$ cat src/rtl/rect_to_polar_mux_if.sv
// Frame-level valid/ready bundle for the rectangular-to-polar converter.
// The converter sits on the slave side; the producer/consumer sits on the master side.
interface rect_to_polar_mux_if #(
  parameter int CHANNELS   = 4,
  parameter int DATA_WIDTH = 32
);
  logic [CHANNELS*DATA_WIDTH-1:0] data_in;
  logic                           valid_in;
  logic                           ready_out;
  logic [DATA_WIDTH-1:0]          data_out [CHANNELS];
  logic                           valid_out;
  logic                           ready_in;

  modport slave (
    input  data_in, valid_in, ready_in,
    output ready_out, data_out, valid_out
  );

  modport master (
    output data_in, valid_in, ready_in,
    input  ready_out, data_out, valid_out
  );
endinterface

$ cat src/rtl/rect_to_polar_mux.sv
// Time-multiplexed rectangular-to-polar converter: one shared vectoring-mode CORDIC
// engine walks every channel of a latched frame and returns {phase, magnitude} per channel.
module rect_to_polar_mux #(
  parameter int CHANNELS   = 4,
  parameter int DATA_WIDTH = 32,
  parameter int ITERATIONS = 14
) (
  input logic               clk_in,
  input logic               rst_in,
  rect_to_polar_mux_if.slave bus
);
  localparam int H  = DATA_WIDTH / 2;
  localparam int W  = H + 2;
  localparam int CW = (CHANNELS > 1) ? $clog2(CHANNELS) : 1;
  localparam int IW = (ITERATIONS > 1) ? $clog2(ITERATIONS) : 1;

  typedef enum logic [2:0] {IDLE, LOAD, ITER, STORE, DONE} state_t;

  // atan(2^-i) as a 32-bit binary angle where 2^31 represents pi.
  function automatic logic [31:0] atan_rom(input int idx);
    case (idx)
      0:  return 32'h2000_0000;
      1:  return 32'h12E4_051E;
      2:  return 32'h09FB_385B;
      3:  return 32'h0511_11D4;
      4:  return 32'h028B_0D43;
      5:  return 32'h0145_D7E1;
      6:  return 32'h00A2_F61E;
      7:  return 32'h0051_7C55;
      8:  return 32'h0028_BE53;
      9:  return 32'h0014_5F2F;
      10: return 32'h000A_2F98;
      11: return 32'h0005_17CC;
      12: return 32'h0002_8BE6;
      13: return 32'h0001_45F3;
      14: return 32'h0000_A2FA;
      15: return 32'h0000_517D;
      16: return 32'h0000_28BE;
      17: return 32'h0000_145F;
      18: return 32'h0000_0A30;
      19: return 32'h0000_0518;
      20: return 32'h0000_028C;
      21: return 32'h0000_0146;
      22: return 32'h0000_00A3;
      23: return 32'h0000_0051;
      24: return 32'h0000_0029;
      25: return 32'h0000_0014;
      26: return 32'h0000_000A;
      27: return 32'h0000_0005;
      28: return 32'h0000_0003;
      29: return 32'h0000_0001;
      30: return 32'h0000_0001;
      default: return 32'h0000_0000;
    endcase
  endfunction

  // Round-to-nearest reduction of the 32-bit angle to H bits; the appended
  // half-LSB bit keeps the H == 32 case a plain pass-through.
  function automatic logic [H-1:0] round_angle(input logic [31:0] a);
    logic [32:0] t;
    t = {a, 1'b0} + (33'd1 << (32 - H));
    return t[32 -: H];
  endfunction

  state_t                state_reg;
  logic [CW-1:0]         ch_reg;
  logic [IW-1:0]         iter_reg;
  logic signed [W-1:0]   x_reg, y_reg;
  logic [H-1:0]          z_reg;
  logic                  zero_reg;
  logic                  valid_reg;
  logic                  ready_reg;
  logic [DATA_WIDTH-1:0] out_reg   [CHANNELS];
  logic [DATA_WIDTH-1:0] frame_reg [CHANNELS];
  logic [H-1:0]          angle_tab [ITERATIONS];

  logic                  accept;
  logic [DATA_WIDTH-1:0] sample;
  logic signed [W-1:0]   re_ext, im_ext;
  logic [H-1:0]          angle;
  logic signed [W-1:0]   x_shift, y_shift;
  logic signed [W-1:0]   x_next, y_next;
  logic [H-1:0]          z_next;

  genvar gi;
  generate
    for (gi = 0; gi < ITERATIONS; gi++) begin : g_angle
      assign angle_tab[gi] = round_angle(atan_rom(gi));
    end
    for (gi = 0; gi < CHANNELS; gi++) begin : g_out
      assign bus.data_out[gi] = out_reg[gi];
    end
  endgenerate

  assign bus.ready_out = ready_reg;
  assign bus.valid_out = valid_reg;
  assign accept        = (state_reg == IDLE) && ready_reg && bus.valid_in;

  assign sample = frame_reg[ch_reg];
  assign re_ext = W'($signed(sample[H-1:0]));
  assign im_ext = W'($signed(sample[DATA_WIDTH-1:H]));
  assign angle  = angle_tab[iter_reg];

  // One micro-rotation; every right-hand side uses the pre-step values.
  always_comb begin
    x_shift = x_reg >>> iter_reg;
    y_shift = y_reg >>> iter_reg;
    x_next  = x_reg;
    y_next  = y_reg;
    z_next  = z_reg;
    if (!y_reg[W-1]) begin
      x_next = x_reg + y_shift;
      y_next = y_reg - x_shift;
      z_next = z_reg + angle;
    end else begin
      x_next = x_reg - y_shift;
      y_next = y_reg + x_shift;
      z_next = z_reg - angle;
    end
  end

  // Frame buffer has no reset: it is only read after a handshake has filled it.
  always_ff @(posedge clk_in) begin
    if (accept) begin
      for (int c = 0; c < CHANNELS; c++) begin
        frame_reg[c] <= bus.data_in[c*DATA_WIDTH +: DATA_WIDTH];
      end
    end
  end

  always_ff @(posedge clk_in or posedge rst_in) begin
    if (rst_in) begin
      state_reg <= IDLE;
      ch_reg    <= '0;
      iter_reg  <= '0;
      x_reg     <= '0;
      y_reg     <= '0;
      z_reg     <= '0;
      zero_reg  <= 1'b0;
      valid_reg <= 1'b0;
      ready_reg <= 1'b0;
      for (int c = 0; c < CHANNELS; c++) begin
        out_reg[c] <= '0;
      end
    end else begin
      case (state_reg)
        IDLE: begin
          if (accept) begin
            state_reg <= LOAD;
            ch_reg    <= '0;
            ready_reg <= 1'b0;
          end else begin
            ready_reg <= 1'b1;
          end
        end
        LOAD: begin
          // Fold the left half-plane onto the right by a pi pre-rotation.
          if (re_ext < 0) begin
            x_reg <= -re_ext;
            y_reg <= -im_ext;
            z_reg <= {1'b1, {(H-1){1'b0}}};
          end else begin
            x_reg <= re_ext;
            y_reg <= im_ext;
            z_reg <= '0;
          end
          zero_reg  <= (re_ext == 0) && (im_ext == 0);
          iter_reg  <= '0;
          state_reg <= ITER;
        end
        ITER: begin
          x_reg <= x_next;
          y_reg <= y_next;
          z_reg <= z_next;
          if (iter_reg == IW'(ITERATIONS - 1)) begin
            state_reg <= STORE;
          end else begin
            iter_reg <= iter_reg + 1'b1;
          end
        end
        STORE: begin
          out_reg[ch_reg] <= zero_reg ? '0 : {z_reg, x_reg[H:1]};
          if (ch_reg == CW'(CHANNELS - 1)) begin
            state_reg <= DONE;
            valid_reg <= 1'b1;
          end else begin
            ch_reg    <= ch_reg + 1'b1;
            state_reg <= LOAD;
          end
        end
        DONE: begin
          if (bus.ready_in) begin
            valid_reg <= 1'b0;
            ready_reg <= 1'b1;
            state_reg <= IDLE;
          end
        end
        default: begin
          state_reg <= IDLE;
          valid_reg <= 1'b0;
          ready_reg <= 1'b0;
        end
      endcase
    end
  end
endmodule

$ cat src/flat_wrapper.sv
// flat-port wrapper written by rule: the top's interface ports become plain ports
module rect_to_polar_mux_flat 
#(
  parameter int CHANNELS   = 4,
  parameter int DATA_WIDTH = 32,
  parameter int ITERATIONS = 14
)
  (clk_in, rst_in, bus_data_in, bus_valid_in, bus_ready_in, bus_ready_out, bus_data_out, bus_valid_out);
  rect_to_polar_mux_if #(.CHANNELS(CHANNELS), .DATA_WIDTH(DATA_WIDTH)) bus_i ();
  input logic clk_in;
  input logic rst_in;
  input wire logic [$bits(bus_i.data_in)-1:0] bus_data_in;
  input wire logic [$bits(bus_i.valid_in)-1:0] bus_valid_in;
  input wire logic [$bits(bus_i.ready_in)-1:0] bus_ready_in;
  output wire logic [$bits(bus_i.ready_out)-1:0] bus_ready_out;
  output wire logic [$bits(bus_i.data_out)-1:0] bus_data_out;
  output wire logic [$bits(bus_i.valid_out)-1:0] bus_valid_out;
  assign bus_i.data_in = bus_data_in;
  assign bus_i.valid_in = bus_valid_in;
  assign bus_i.ready_in = bus_ready_in;
  assign bus_ready_out = bus_i.ready_out;
  assign bus_data_out = {>>{bus_i.data_out}};
  assign bus_valid_out = bus_i.valid_out;
  rect_to_polar_mux #(.CHANNELS(CHANNELS), .DATA_WIDTH(DATA_WIDTH), .ITERATIONS(ITERATIONS)) u_core (.clk_in(clk_in), .rst_in(rst_in), .bus(bus_i));
endmodule
$ cat config.mk
export PLATFORM = sky130hd
export DESIGN_NAME = rect_to_polar_mux_flat
export DESIGN_NICKNAME = d
export VERILOG_FILES = /design/src/rtl/rect_to_polar_mux_if.sv /design/src/rtl/rect_to_polar_mux.sv /design/src/flat_wrapper.sv
export SDC_FILE = /design/constraint.sdc
export NUM_CORES = 1
export LEC_CHECK = 0
export ABC_AREA = 1
export BUFFER_PORTS_ARGS = -buffer_cell sky130_fd_sc_hd__buf_4
export CORE_ASPECT_RATIO = 1.2
export CORE_MARGIN = 1
export CORE_UTILIZATION = 58
export DETAILED_ROUTE_END_ITERATION = 12
export HOLD_SLACK_MARGIN = 0.03
export PLACE_DENSITY = 0.86
export SLEW_MARGIN = 20
export SYNTH_ARGS = -nofsm -noshare
export SYNTH_HDL_FRONTEND = slang
export SYNTH_SLANG_ARGS = --single-unit
$ cat constraint.sdc
create_clock -name clk_in -period 8.05 [get_ports clk_in]
set_clock_uncertainty 0.1 [all_clocks]
set_input_delay 1.2075 -clock clk_in [delete_from_list [all_inputs] [get_ports clk_in]]
set_output_delay 1.2075 -clock clk_in [all_outputs]
set_load 0.03 [all_outputs]
### Word level (Yosys, flattened, before mapping)

Memory sizes are Yosys's and may differ from the RTL's.
Index checks and enable logic that the tools add are counted.

| word-level totals | value |
|---|---|
| register bits after elaboration | 192 |
| memory bits (writable) | 128 |
| memory bits (read-only) | 256 |
| output and inout bits | 130 |
| memories | 2 |

| operators by class | value |
|---|---|
| add/sub/neg operators | 10 |
| order comparisons | 4 |
| equal/unequal tests | 12 |
| shift-type cells | 2 |
| multiplexer cells | 33 |
| bitwise operators | 4 |
| reductions and logical operators | 16 |

Memory list:

| name | words | bits a word | read ports | clocked after Yosys merged registers in | write ports | line | RTL |
|---|---|---|---|---|---|---|---|
| (name not given) | 16 | 16 | 1 | 0 | 0 | rect_to_polar_mux.sv:102 | `assign angle = angle_tab[iter_reg];` |
| u_core.frame_reg | 4 | 32 | 1 | 0 | 4 | rect_to_polar_mux.sv:74 | `logic [DATA_WIDTH-1:0] frame_reg [CHANNELS];` |

Operator list:

| operator | count |
|---|---|
| bitwise mux 128 bit | 1 |
| two-way mux 18 bit | 4 |
| one-hot mux 18 bit (2 select lines) | 2 |
| demux 32 bit (select 2 bit) | 1 |
| logical NOT 32 bit | 2 |
| two-way mux 16 bit | 4 |
| two-way mux 32 bit | 2 |
| adder 18 bit | 2 |
| negation 16 -> 18 bit | 2 |
| >>> shifter 18 x 4 -> 18 bit | 2 |
| subtractor 18 bit | 2 |
| one-hot mux 16 bit (2 select lines) | 1 |
| adder 16 bit | 1 |
| less-than comparator 16 x 1 -> 1 bit, second input constant | 1 |
| subtractor 16 bit | 1 |
| one-hot mux 3 bit (5 select lines) | 1 |
| two-way mux 3 bit | 4 |
| AND reduction 3 bit | 3 |
| one-hot mux 4 bit (2 select lines) | 1 |
| == test 3 x 2 -> 1 bit, second input constant | 2 |
| two-way mux 1 bit | 6 |
| inequality test 2 x 1 -> 1 bit, second input constant | 3 |
| inequality test 2 bit, second input constant | 3 |
| one-hot mux 1 bit (3 select lines) | 2 |
| 20 further kinds | 28 |

### Longest topological paths before layout

| logic depth | value |
|---|---|
| word-level depth | 7 |
| mapped depth | 30 |
| mapped depth without buffers | 29 |

### Worst setup path after synthesis

No wires, ideal clock.

| path | value |
|---|---|
| path kind | input -> register |
| start | in bus_valid_in |
| end | reg u_core.ch_reg[0] |
| data arrival time | 7533 ps |
| data required time | 7867 ps |
| setup slack | 334 ps |
| stages on the path | 6 |
| path buffers | 0 |
| path through | nand2_1 nor2_1 nor2_1 a211oi_1 nand3_1 o21ai_0 |

| between the ends | value |
|---|---|
| cells in the longest elaborated chain, start to end | 3 |

Ends and longest elaborated chain:

| what | line | RTL |
|---|---|---|
| start, declared | flat_wrapper.sv:13 | `input wire logic [$bits(bus_i.valid_in)-1:0] bus_valid_in;` |
| logical AND 1 bit | rect_to_polar_mux.sv:97 | `assign accept = (state_reg == IDLE) && ready_reg && bus.valid_in;` |
| named net u_core.accept | rect_to_polar_mux.sv:77 | `logic accept;` |
| inequality test 2 x 1 -> 1 bit (no line) | - |  |
| AND reduction 3 bit (no line) | - |  |
| end signal, assigned | rect_to_polar_mux.sv:187 | `ch_reg <= ch_reg + 1'b1;` |
| end, declared | rect_to_polar_mux.sv:66 | `logic [CW-1:0] ch_reg;` |

The timed path passes the listed nets, and every way through them passes these cells.
A chain may end at the register's enable or synchronous reset.

### Worst setup path after layout

| path | value |
|---|---|
| start | reg u_core.iter_reg[0] |
| end | reg u_core.z_reg[14] |

| between the ends | value |
|---|---|
| cells in the longest elaborated chain, start to end | 7 |
| elaborated cells between the ends (all ways) | 8 |
| those cells by class | add/sub: 2; mux: 4; bitwise: 1; memory: 1 |

Ends and longest elaborated chain:

| what | line | RTL |
|---|---|---|
| start, declared | rect_to_polar_mux.sv:67 | `logic [IW-1:0] iter_reg;` |
| start signal, assigned | rect_to_polar_mux.sv:178 | `iter_reg <= iter_reg + 1'b1;` |
| NOT 4 -> 5 bit (implied by the code) (*) | rect_to_polar_mux.sv:102 |  |
| memory read (16 x 16 bit) (*) | - |  |
| two-way mux 16 bit (implied by the code) (*) (2 in a row) | rect_to_polar_mux.sv:102 |  |
| adder 16 bit / subtractor 16 bit (equally long branches) | rect_to_polar_mux.sv:114, rect_to_polar_mux.sv:118 |  |
| two-way mux 16 bit (*) | rect_to_polar_mux.sv:111 | `if (!y_reg[W-1]) begin` |
| one-hot mux 16 bit (2 select lines) (*) | rect_to_polar_mux.sv:146 | `case (state_reg)` |
| end signal, assigned | rect_to_polar_mux.sv:161 | `z_reg <= {1'b1, {(H-1){1'b0}}};` |
| end signal, assigned | rect_to_polar_mux.sv:174 | `z_reg <= z_next;` |
| end, declared | rect_to_polar_mux.sv:69 | `logic [H-1:0] z_reg;` |

Every way passes the cells marked *; elsewhere a longest branch is shown, timed or not. The select of a mux whose other input is x is not followed.

==> flow_metrics.env <==
export IMPL_status="finished clean"
export IMPL_clock_path_buffers=3
export IMPL_crit_path_max_fanout=29
export IMPL_setup_viol=0
export IMPL_synth_top_area_cell="dfrtp_1"
export IMPL_cp_arrival_ns=5.55
export IMPL_hold_viol_final=0
export IMPL_grt_max_degree=120
export IMPL_synth_top_flop_cell="dfrtp_1"
export IMPL_min_period_ns=5.20
export IMPL_cpPeakStageDelay_ns=1.00
export IMPL_crit_cells=27
export IMPL_hold_worst_slack_ns=0.389
export IMPL_cts_tree="yes"
export IMPL_io_buffers=261
export IMPL_crit_slowest_cell="dfrtp_1"
export IMPL_clock_latency_ns=0.60
export IMPL_slew_headroom_pct=29.1
export IMPL_coreArea_um2=31400
export IMPL_vias=16400
export IMPL_yosys_top_cells_area="dfrtp_1, edfxtp_1, nand2_1, mux2_2, nand3_1"
export IMPL_initial_core_util_pct=58.9
export IMPL_grt_usage_pct=32.4
export IMPL_finalCritPeriodShare_pct=64.6
export IMPL_cts_sink_count=320
export IMPL_slew_violations=0
export IMPL_areaGrowthSynthToFinish_pct=17.5
export IMPL_die_x_um=165
export IMPL_ant_nets=0
export IMPL_critical_path_class="flop to flop"
export IMPL_dr_pass1_iters=7
export IMPL_crit_buf_inv=6
export IMPL_synth_nets=2363
export IMPL_fillers=2340
export IMPL_antenna_found_initial=0
export IMPL_path_delay_family="simple AND/OR/NAND/NOR gates"
export IMPL_syn_area_per_cell_um2=8.54
export IMPL_fmax_mhz=192
export IMPL_hp_class="flop to flop"
export IMPL_clk_pin_slew_ns=0.07
export IMPL_h_tree_depth=1
export IMPL_wl_mm=52.6
export IMPL_worstSetupEndpointType="flop"
export IMPL_diodes=0
export IMPL_dieArea_um2=32600
export IMPL_rr_worst_depth=27
export IMPL_numCtsBuffers=31
export IMPL_cp_required_ns=8.41
export IMPL_cp_start_kind="flop"
export IMPL_drc=0
export IMPL_die_h_um=198
export IMPL_cts_root_buffer="clkbuf_16"
export IMPL_overflow=0
export IMPL_ys_seq_elements=320
export IMPL_pin_count=262
export IMPL_synth_top_cell_area_share_pct=26.0
export IMPL_tightest_slew_ns=1.06
export IMPL_yosysUniqueCellTypes=63
export IMPL_ys_warn_count=0
export IMPL_rsz0062_at_grt="false"
export IMPL_layout_drive_gt1_share_pct=20.4
export IMPL_drtIter0Drc=1424
export IMPL_final_setup_tns_ns=0
export IMPL_dp_hpwl_mm=37.6
export IMPL_synth_edf_count=128
export IMPL_crit_top_cell="nand2_1"
export IMPL_avgRoutedWirePerCell_um=18.7
export IMPL_vias_per_cell=5.82
export IMPL_cts_resized=0
export IMPL_synthArstFlopShare_pct=60.0
export IMPL_min_path_cells=2
export IMPL_cap_violations=0
export IMPL_fin_util_pct=69.2
export IMPL_fin_ws_ns=2.85
export IMPL_gp_congestion=0.948
export IMPL_fin_nets=2586
export IMPL_hold_buffers=0
export IMPL_postCtsSetupRepairBufs=0
export IMPL_dpl_worst_slack_ns=2.98
export IMPL_synth_cells=2164
export IMPL_rows=71
export IMPL_grt_pass1_wl_mm=82.8
export IMPL_synth_yosys_seq_area_share_pct=46.8
export IMPL_syn_area_um2=18500
export IMPL_grt_pass1_vias=16200
kinds of logic (layout without fill, tap and decap cells):
group	count (synthesis)	after routing	synth area share, %
compound gates	368	368	11.3
xor+xnor	49	49	2.32
fa+ha+maj	67	67	4.66
buf+inv	297	544	6.92
flops	320	320	46.8
mux	97	97	5.91
simple gates	966	966	22.0
per-layer routing:
layer / wire length [um] / GRT usage, % / vias to the layer above
li1: - / - / 7720
met5: 0 / 0 / -
met3: 3270 / 5.10 / 183
met4: 2840 / 17.3 / 0
met2: 26900 / 57.5 / 698
met1: 19600 / 37.2 / 7757
stage by stage:
step / cells / area, um2
detailed placement: 2755 / 20600
finish: 2812 / 21700
global placement: 2755 / 20600
CTS: 2812 / 21700
global route: 2812 / 21700
floorplan: 2164 / 18500
cell type report:
class	count	area, um2	area share [%]
Clock buffer	38	865	3.98
Clock inverter	19	229	1.05
Inverter	205	782	3.60
Multi-Input combinational cell	1547	8570	39.5
Sequential cell	320	8650	39.8
Tap cell	401	502	2.31
Timing Repair Buffer	282	2120	9.75
placed cells by master (no fill, tap or decap), types with 5 or more instances in the layout:
master,instances
xor2_1,33
nand3_1,162
clkinv_2,6
a21o_1,5
o22ai_1,16
a31oi_1,20
mux2_2,96
nand2_2,8
nand3_2,5
o21ai_2,5
nor2_1,133
nor2_4,5
inv_1,192
o211ai_1,9
dfrtp_1,191
a32o_1,6
nand2_1,581
nor3_1,19
nor2_2,14
o21ai_0,127
xnor2_1,16
nand4_1,18
a21oi_1,122
inv_2,8
buf_4,282
edfxtp_1,128
ha_1,64
clkbuf_16,32
o21ai_1,19
worst register-to-register path: stages, from the launching register on:
cell	delay, ns
dfrtp_1	1.00
buf_4	0.42
inv_4	0.19
ha_1	0.26
inv_1	0.07
nor2_1	0.04
o21ai_0	0.23
nand2_1	0.15
inv_1	0.09
ha_1	0.14
inv_1	0.05
nor3_1	0.25
nand3_1	0.13
nand2_1	0.11
xnor2_1	0.12
inv_1	0.07
ha_1	0.32
nand2_1	0.08
o21ai_0	0.16
a21oi_1	0.09
o21ai_0	0.35
nand2_1	0.09
nand2_1	0.11
nand3_1	0.07
nand2_1	0.09
a21oi_1	0.06
o21ai_0	0.10
o21ai_0	0.10
final timing paths:
path	startpoint	to	slack [ns]
setup / recovery	u_core.iter_reg[0]	u_core.z_reg[14]	2.85
hold / removal	u_core.bus.data_out[5]	u_core.bus.data_out[5]	0.39
setup reg to reg	u_core.iter_reg[0]	u_core.z_reg[14]	2.85
hold reg to reg	u_core.bus.data_out[5]	u_core.bus.data_out[5]	0.39
max in group asynchronous	rst_in	u_core.y_reg[12]	5.63
min in group asynchronous	rst_in	u_core.bus.data_out[42]	0.69
cell usage after synthesis, drive strengths merged (5+ instances only):
library cell  instances
dfrtp               192
edfxtp              128
clkbuf               29
xnor2                16
o211ai                9
o21ai               151
a31oi                20
mux2                 96
nand2               590
o22ai                16
xor2                 33
a32o                  6
nor2                152
inv                 203
nor3                 21
buf                  63
nand3               167
a21o                  5
ha                   64
a21oi               126
nand4                18
or2                   7
Power is not shown: default switching activity piles up to over one toggle a cycle in this logic, so the estimate is an artifact.
